===== src/rtl/disparity_hole_fill.sv =====
// Disparity hole filler: replaces rejected (zero) disparities with the last valid value
// on the same row, tags row/frame boundaries and reports per-row and per-frame hole counts.
module disparity_hole_fill #(
   parameter  int D            = 64,
   parameter  int M            = 450,
   parameter  int R            = 375,
   parameter  int FILL_DEFAULT = 0,
   localparam int DBIT         = $clog2(D),
   localparam int RHW          = $clog2(M + 1),
   localparam int FHW          = $clog2(M * R + 1)
) (
   input  logic            i_clk,
   input  logic            i_rst,
   input  logic            i_en_fill,
   input  logic            i_dval,
   input  logic [DBIT-1:0] i_data,
   output logic            o_dval,
   output logic [DBIT-1:0] o_data,
   output logic            o_hole,
   output logic            o_sol,
   output logic            o_eol,
   output logic            o_sof,
   output logic            o_eof,
   output logic [RHW-1:0]  o_row_holes,
   output logic [FHW-1:0]  o_frame_holes,
   output logic            o_stat_vld
);

   localparam int CW = (M > 1) ? $clog2(M) : 1;
   localparam int RW = (R > 1) ? $clog2(R) : 1;
   localparam logic [CW-1:0]   COL_LAST = CW'(M - 1);
   localparam logic [RW-1:0]   ROW_LAST = RW'(R - 1);
   localparam logic [DBIT-1:0] FILL_VAL = DBIT'(FILL_DEFAULT);

   typedef enum logic {
      ROW_START = 1'b0,
      IN_ROW    = 1'b1
   } state_t;

   state_t          state_r;
   state_t          state_s;
   logic [CW-1:0]   col_r;
   logic [CW-1:0]   col_s;
   logic [RW-1:0]   row_r;
   logic [RW-1:0]   row_s;
   logic [DBIT-1:0] last_r;
   logic [RHW-1:0]  row_cnt_r;
   logic [RHW-1:0]  row_sum_s;
   logic [FHW-1:0]  frame_cnt_r;
   logic [FHW-1:0]  frame_sum_s;
   logic            sol_s;
   logic            eol_s;
   logic            sof_s;
   logic            eof_s;
   logic            hole_s;
   logic [DBIT-1:0] fill_s;
   logic [DBIT-1:0] data_s;

   // Pixel classification, fill selection, hole sums, position and next-state logic
   always_comb begin
      sol_s       = (col_r == {CW{1'b0}});
      eol_s       = (col_r == COL_LAST);
      sof_s       = sol_s && (row_r == {RW{1'b0}});
      eof_s       = eol_s && (row_r == ROW_LAST);
      hole_s      = (i_data == {DBIT{1'b0}});
      fill_s      = FILL_VAL;
      data_s      = i_data;
      state_s     = state_r;
      col_s       = col_r;
      row_s       = row_r;

      case (state_r)
         ROW_START: fill_s = FILL_VAL;
         IN_ROW:    fill_s = last_r;
         default:   fill_s = FILL_VAL;
      endcase

      if (hole_s) begin
         if (i_en_fill) begin
            data_s = fill_s;
         end else begin
            data_s = {DBIT{1'b0}};
         end
      end else begin
         data_s = i_data;
      end

      // Counters restart on the first pixel of their row/frame, counting that pixel too
      row_sum_s   = (sol_s ? {RHW{1'b0}} : row_cnt_r) + RHW'(hole_s);
      frame_sum_s = (sof_s ? {FHW{1'b0}} : frame_cnt_r) + FHW'(hole_s);

      if (i_dval) begin
         if (eol_s) begin
            state_s = ROW_START;
            col_s   = {CW{1'b0}};
            if (row_r == ROW_LAST) begin
               row_s = {RW{1'b0}};
            end else begin
               row_s = row_r + RW'(1);
            end
         end else begin
            col_s = col_r + CW'(1);
            row_s = row_r;
            if (!hole_s) begin
               state_s = IN_ROW;
            end else begin
               state_s = state_r;
            end
         end
      end else begin
         state_s = state_r;
      end
   end

   // FSM state register
   always_ff @(posedge i_clk) begin
      if (i_rst) begin
         state_r <= ROW_START;
      end else begin
         state_r <= state_s;
      end
   end

   // Datapath, counters and registered outputs
   always_ff @(posedge i_clk) begin
      if (i_rst) begin
         col_r         <= {CW{1'b0}};
         row_r         <= {RW{1'b0}};
         last_r        <= FILL_VAL;
         row_cnt_r     <= {RHW{1'b0}};
         frame_cnt_r   <= {FHW{1'b0}};
         o_dval        <= 1'b0;
         o_data        <= {DBIT{1'b0}};
         o_hole        <= 1'b0;
         o_sol         <= 1'b0;
         o_eol         <= 1'b0;
         o_sof         <= 1'b0;
         o_eof         <= 1'b0;
         o_row_holes   <= {RHW{1'b0}};
         o_frame_holes <= {FHW{1'b0}};
         o_stat_vld    <= 1'b0;
      end else begin
         o_dval     <= i_dval;
         o_stat_vld <= o_dval & o_eol;
         if (i_dval) begin
            col_r       <= col_s;
            row_r       <= row_s;
            row_cnt_r   <= row_sum_s;
            frame_cnt_r <= frame_sum_s;
            o_data      <= data_s;
            o_hole      <= hole_s;
            o_sol       <= sol_s;
            o_eol       <= eol_s;
            o_sof       <= sof_s;
            o_eof       <= eof_s;
            if (!hole_s) begin
               last_r <= i_data;
            end
            if (eol_s) begin
               o_row_holes <= row_sum_s;
            end
            if (eof_s) begin
               o_frame_holes <= frame_sum_s;
            end
         end
      end
   end

endmodule


===== config.mk =====
export PLATFORM = sky130hd
export DESIGN_NAME = disparity_hole_fill
export DESIGN_NICKNAME = d
export VERILOG_FILES = /design/src/rtl/disparity_hole_fill.sv
export SDC_FILE = /design/constraint.sdc
export NUM_CORES = 1
export LEC_CHECK = 0
export CAP_MARGIN = 20
export CORE_AREA = 3 3 92 94
export DETAILED_ROUTE_END_ITERATION = 8
export DIE_AREA = 0 0 95 97
export GPL_ROUTABILITY_DRIVEN = 0
export PLACE_DENSITY = 0.85
export RECOVER_POWER = 100
export SKIP_LAST_GASP = 1
export SLEW_MARGIN = 10
export SYNTH_ARGS = -nofsm -noshare
export SYNTH_HDL_FRONTEND = slang
export SYNTH_SLANG_ARGS = --single-unit

===== constraint.sdc =====
create_clock -name i_clk -period 4.32 [get_ports i_clk]
set_input_delay 0.432 -clock i_clk [delete_from_list [all_inputs] [get_ports i_clk]]
set_output_delay 0.432 -clock i_clk [all_outputs]
set_load 0.02 [all_outputs]

* Word-level counts from Yosys, hierarchy flattened *
Cells that the tools add are included.

cells by class
  eq/ne operators = 3
  add/subtract/negate cells = 4
  reductions and logical operators = 9
  multiplexer cells = 9
  bitwise logic cells = 3

operators with widths
  kind                                                            number
  9-bit two-way mux                                               3
  18-bit by 1-bit adder with 18-bit output                        1
  9-bit by 1-bit adder with 9-bit output (second input constant)  2
  9-bit equality test (second input constant)                     2
  9-bit zero test                                                 2
  18-bit two-way mux                                              1
  6-bit two-way mux                                               2
  6-bit one-hot mux with 2 select lines                           1
  9-bit by 1-bit adder with 9-bit output                          1
  2-bit AND reduction                                             4
  6-bit zero test                                                 1
  1-bit logical AND                                               2
  1-bit two-way mux                                               2
  2-bit inequality test (second input constant)                   1
  1-bit NOT                                                       2
  1-bit AND                                                       1

storage, ports and cells
  input port bits = 10
  output and inout port bits = 40
  bits in registers = 92

* Longest topological paths before layout *
  depth in word-level cells = 4
  depth in mapped cells = 13
  depth with buffers taken out = 12

* Least setup slack after synthesis *
No wires, ideal clock.

  path type = input to register
  from = in i_data[3]
  to = reg frame_cnt_r[14]
  arrival = 2.703 ns
  stages on the path = 10
  slack = 1.485 ns
  cells stage by stage = or4_1 > nor3_1 > ha_1 > ha_1 > nand3_1 > clkbuf_1 > nor4_1 > o21ai_0 > nand2_1 > a21oi_1

between the ends
  longest elaborated chain between the ends = 2

RTL lines
  element                                   RTL line  source
  from (decl)                               16        input logic [DBIT-1:0] i_data,
  6-bit zero test                           65        hole_s = (i_data == {DBIT{1'b0}});
  named net hole_s                          55        logic hole_s;
  18-bit by 1-bit adder with 18-bit output  90        frame_sum_s = (sof_s ? {FHW{1'b0}} : frame_cnt_r) + FHW'(hole_s);
  to (signal assigned)                      131       frame_cnt_r <= {FHW{1'b0}};
  to (signal assigned)                      149       frame_cnt_r <= frame_sum_s;
  to (decl)                                 49        logic [FHW-1:0] frame_cnt_r;

The timed path passes the listed nets, and every way through them passes these cells.
A chain may end at the register's enable or synchronous reset.

* Worst setup path after layout *
  from = reg col_r[2]
  to = reg row_r[0]

between the ends
  longest elaborated chain between the ends = 2

RTL lines
  element                        RTL line  source
  from (decl)                    42        logic [CW-1:0] col_r;
  from (signal assigned)         127       col_r <= {CW{1'b0}};
  from (signal assigned)         146       col_r <= col_s;
  9-bit equality test            62        eol_s = (col_r == COL_LAST);
  2-bit AND reduction (no line)  --
  to (signal assigned)           128       row_r <= {RW{1'b0}};
  to (signal assigned)           147       row_r <= row_s;
  to (decl)                      44        logic [RW-1:0] row_r;

No other way between the ends.

==> flow_metrics.tcl <==
set metrics [dict create \
    utilization_pct 63.0 \
    cts_root_buffer "clkbuf_8" \
    path_clk_slew_ns 0.09 \
    synth_edf_count 0 \
    synthTopCellsByCount "dfxtp_1, nor2_1, a21oi_1" \
    dr.pass1.iters 6 \
    numCtsBuffers 9 \
    worstSetupPathType "flip-flop to flip-flop" \
    swShare_pct 24.8 \
    grt_overflow 0 \
    arrival_ns 3.70 \
    min_period_ns 3.46 \
    ys_seq_elements 92 \
    worstMarginPinSlew_ns 1.11 \
    maxSlewHeadroom_pct 25.9 \
    post_synth_num_cell_types 43 \
    antenna_found_initial 0 \
    setup-tns-final_ns 0 \
    hold_path.class "flip-flop to flip-flop" \
    finalHoldViolCount 0 \
    vias 3668 \
    seqPwrFrac_pct 56.0 \
    drv_slew 0 \
    core_area_sq_um 7730 \
    io_buffer_count 49 \
    final-setup-viol-count 0 \
    ant_nets 0 \
    nets 548 \
    synth_top_cell_area_share_pct 44.0 \
    intPower_uw 1170 \
    cts.repair.resized 0 \
    worstPathMaxFanout 28 \
    ios 50 \
    p_sw_uw 385 \
    regArea_sq_um 1840 \
    cap_viol_max_count 0 \
    p_leak_uw 0.00179 \
    grt_max_degree 65 \
    fillCellCount 629 \
    end_kind "flip-flop" \
    die_y_um 97 \
    synth.most_common_cell "dfxtp_1" \
    syn_area_sq_um 4190 \
    multi_input_area_sq_um 2160 \
    area_growth_pct 16.3 \
    hpwl_um 6230 \
    synth_top_area_cell "dfxtp_1" \
    netlist_instances 494 \
    outcome "finished, final reports clean" \
    start_util_pct 54.2 \
    pwr-share-clk_pct 36.3 \
    syn_nets 514 \
    grt_pass1_wl_um 16000 \
    viasPerCell 5.78 \
    cp_slowest_stage_delay_ns 0.98 \
    totalWireLength_um 9250 \
    grt_pass1_vias 3408 \
    critPathSlowestCell "and3_1" \
    avgSynthCellArea_sq_um 8.47 \
    drc 0 \
    cts_max_level 3 \
    insertion_delay_ns 0.35 \
    async_flop_share_pct 0 \
    cp.required_ns 4.56 \
    seq_area_frac_synth_pct 44.0 \
    period_share_pct 80.2 \
    dieArea_sq_um 9220 \
    clockBufferDepth 2 \
    cts_sinks 92 \
    drt_iter0_markers 274 \
    yosys-top-cells-area "dfxtp_1, nor2_1, a21oi_1" \
    yosys_most_used_dff "dfxtp_1" \
    antennaDiodeCount 0 \
    max-vdd-ir-drop_uv 166 \
    rsz0062_at_grt "no" \
    cts_tree "built" \
    fmax_mhz 289 \
    ctsHoldBuffers 0 \
    row_count 32 \
    drive_above_1_share_pct 4.32 \
    grt_usage_pct 21.1 \
    cts_setup_buffers 0 \
    die_x_um 95 \
    finClkSkew_ns 0.0103 \
    combPwrFrac_pct 7.7 \
    crit_chain "or4_1, nor3_2, and3_1, or2_2, nor2_1" \
    wire_per_inst_um 14.6 \
    yosys_warnings 0 \
    power_density_nw_per_um2 318 \
    startpoint_type "flip-flop" \
]
## metrics by stage
| stage | setup slack, ns | std cells | power [uW] | cell area, sq um | hold WS (ns) |
|---|---|---|---|---|---|
| floorplan | 1.48 | 494 | 964 | 4190 | 0.421 |
| global placement | 0.915 | 619 | 1010 | 4700 | 0.433 |
| detailed placement | 0.749 | 619 | 1010 | 4700 | 0.440 |
| CTS | 1.11 | 635 | 1570 | 4890 | 0.455 |
| global route | 0.470 | 635 | 1610 | 4870 | 0.488 |
| finish | 0.857 | 635 | 1550 | 4870 | 0.449 |
## state kept, by name, summed over array words and instances, names as in the netlist, 6 cells and up
register and cells:
row_cnt_r 9, o_data 6, col_r 9, frame_cnt_r 18, o_row_holes 9, o_frame_holes 18
last_r 6, row_r 9
## worst paths after layout
kind,slack [ns],start,to,depth (start not counted)
setup / recovery,0.86,col_r[2],row_r[0],5
hold / removal,0.45,state_r,state_r,2
setup reg to reg,0.86,col_r[2],row_r[0],5
hold reg to reg,0.45,state_r,state_r,2
## layout make-up
cell class | count | share of cell area [%]
multi-input combinational | 361 | 44.3
sequential | 92 | 37.8
timing repair buffer | 54 | 10.5
clock buffer | 10 | 2.62
tap | 102 | 2.62
clock inverter | 6 | 1.34
inverter | 10 | 0.771
## power groups by stage
| stage | Clock (uW) | Sequential, uW | Combinational [uW] |
|---|---|---|---|
| after floorplan | 0 | 893 | 70.8 |
| after global routing | 609 | 870 | 133 |
| final | 563 | 868 | 119 |
| after CTS | 575 | 868 | 124 |
| after global placement | 0 | 887 | 119 |
| after detailed placement | 0 | 888 | 123 |
## cells by family (layout without fill, tap and decap cells)
family | count (synthesis) | after routing | synth area share [%]
buffers and inverters | 41 | 80 | 4.27
AND/OR/NAND/NOR | 198 | 198 | 23.6
XOR/XNOR | 39 | 39 | 8.16
flip-flops | 92 | 92 | 44.0
multiplexers | 9 | 9 | 2.15
AO/OA/AOI/OAI | 105 | 105 | 14.9
adder cells (fa/ha/maj) | 10 | 10 | 2.99
## worst max-delay path, delay by kind of cell, from the launching register on
| kind | cells | cell delay [ns] |
|---|---|---|
| AND/OR/NAND/NOR | 5 | 3.00 |
| flip-flops | 1 | 0.36 |
## metal layers
layer / global-route usage (%) / vias to the layer above / routed length (um)
met3: 4.98 / 9 / 505
met2: 30.7 / 98 / 4170
met4: 6.55 / 0 / 111
met1: 30.6 / 1746 / 4460
met5: 0 / - / 0
li1: - / 1815 / -
## cells in the final DEF, fill, tap and decap left out, types with 7 or more instances in the layout
| cell type | netlist | routed |
|---|---|---|
| dfxtp_1 | 92 | 92 |
| nor2_1 | 66 | 66 |
| a21oi_1 | 43 | 43 |
| dlygate4sd3_1 | 0 | 42 |
| nand2_1 | 39 | 39 |
| o21ai_0 | 27 | 27 |
| xnor2_1 | 20 | 20 |
| xor2_1 | 19 | 19 |
| nand3_1 | 18 | 18 |
| nand4_1 | 15 | 15 |
| a211oi_1 | 15 | 15 |
| inv_1 | 10 | 10 |
| and3_1 | 10 | 10 |
| ha_1 | 10 | 10 |
| mux2i_1 | 9 | 9 |
| clkbuf_8 | 0 | 9 |
| nor3_1 | 8 | 8 |
| nor4_1 | 8 | 8 |
| a22oi_1 | 7 | 7 |
Power figures use the tool's default switching activity.
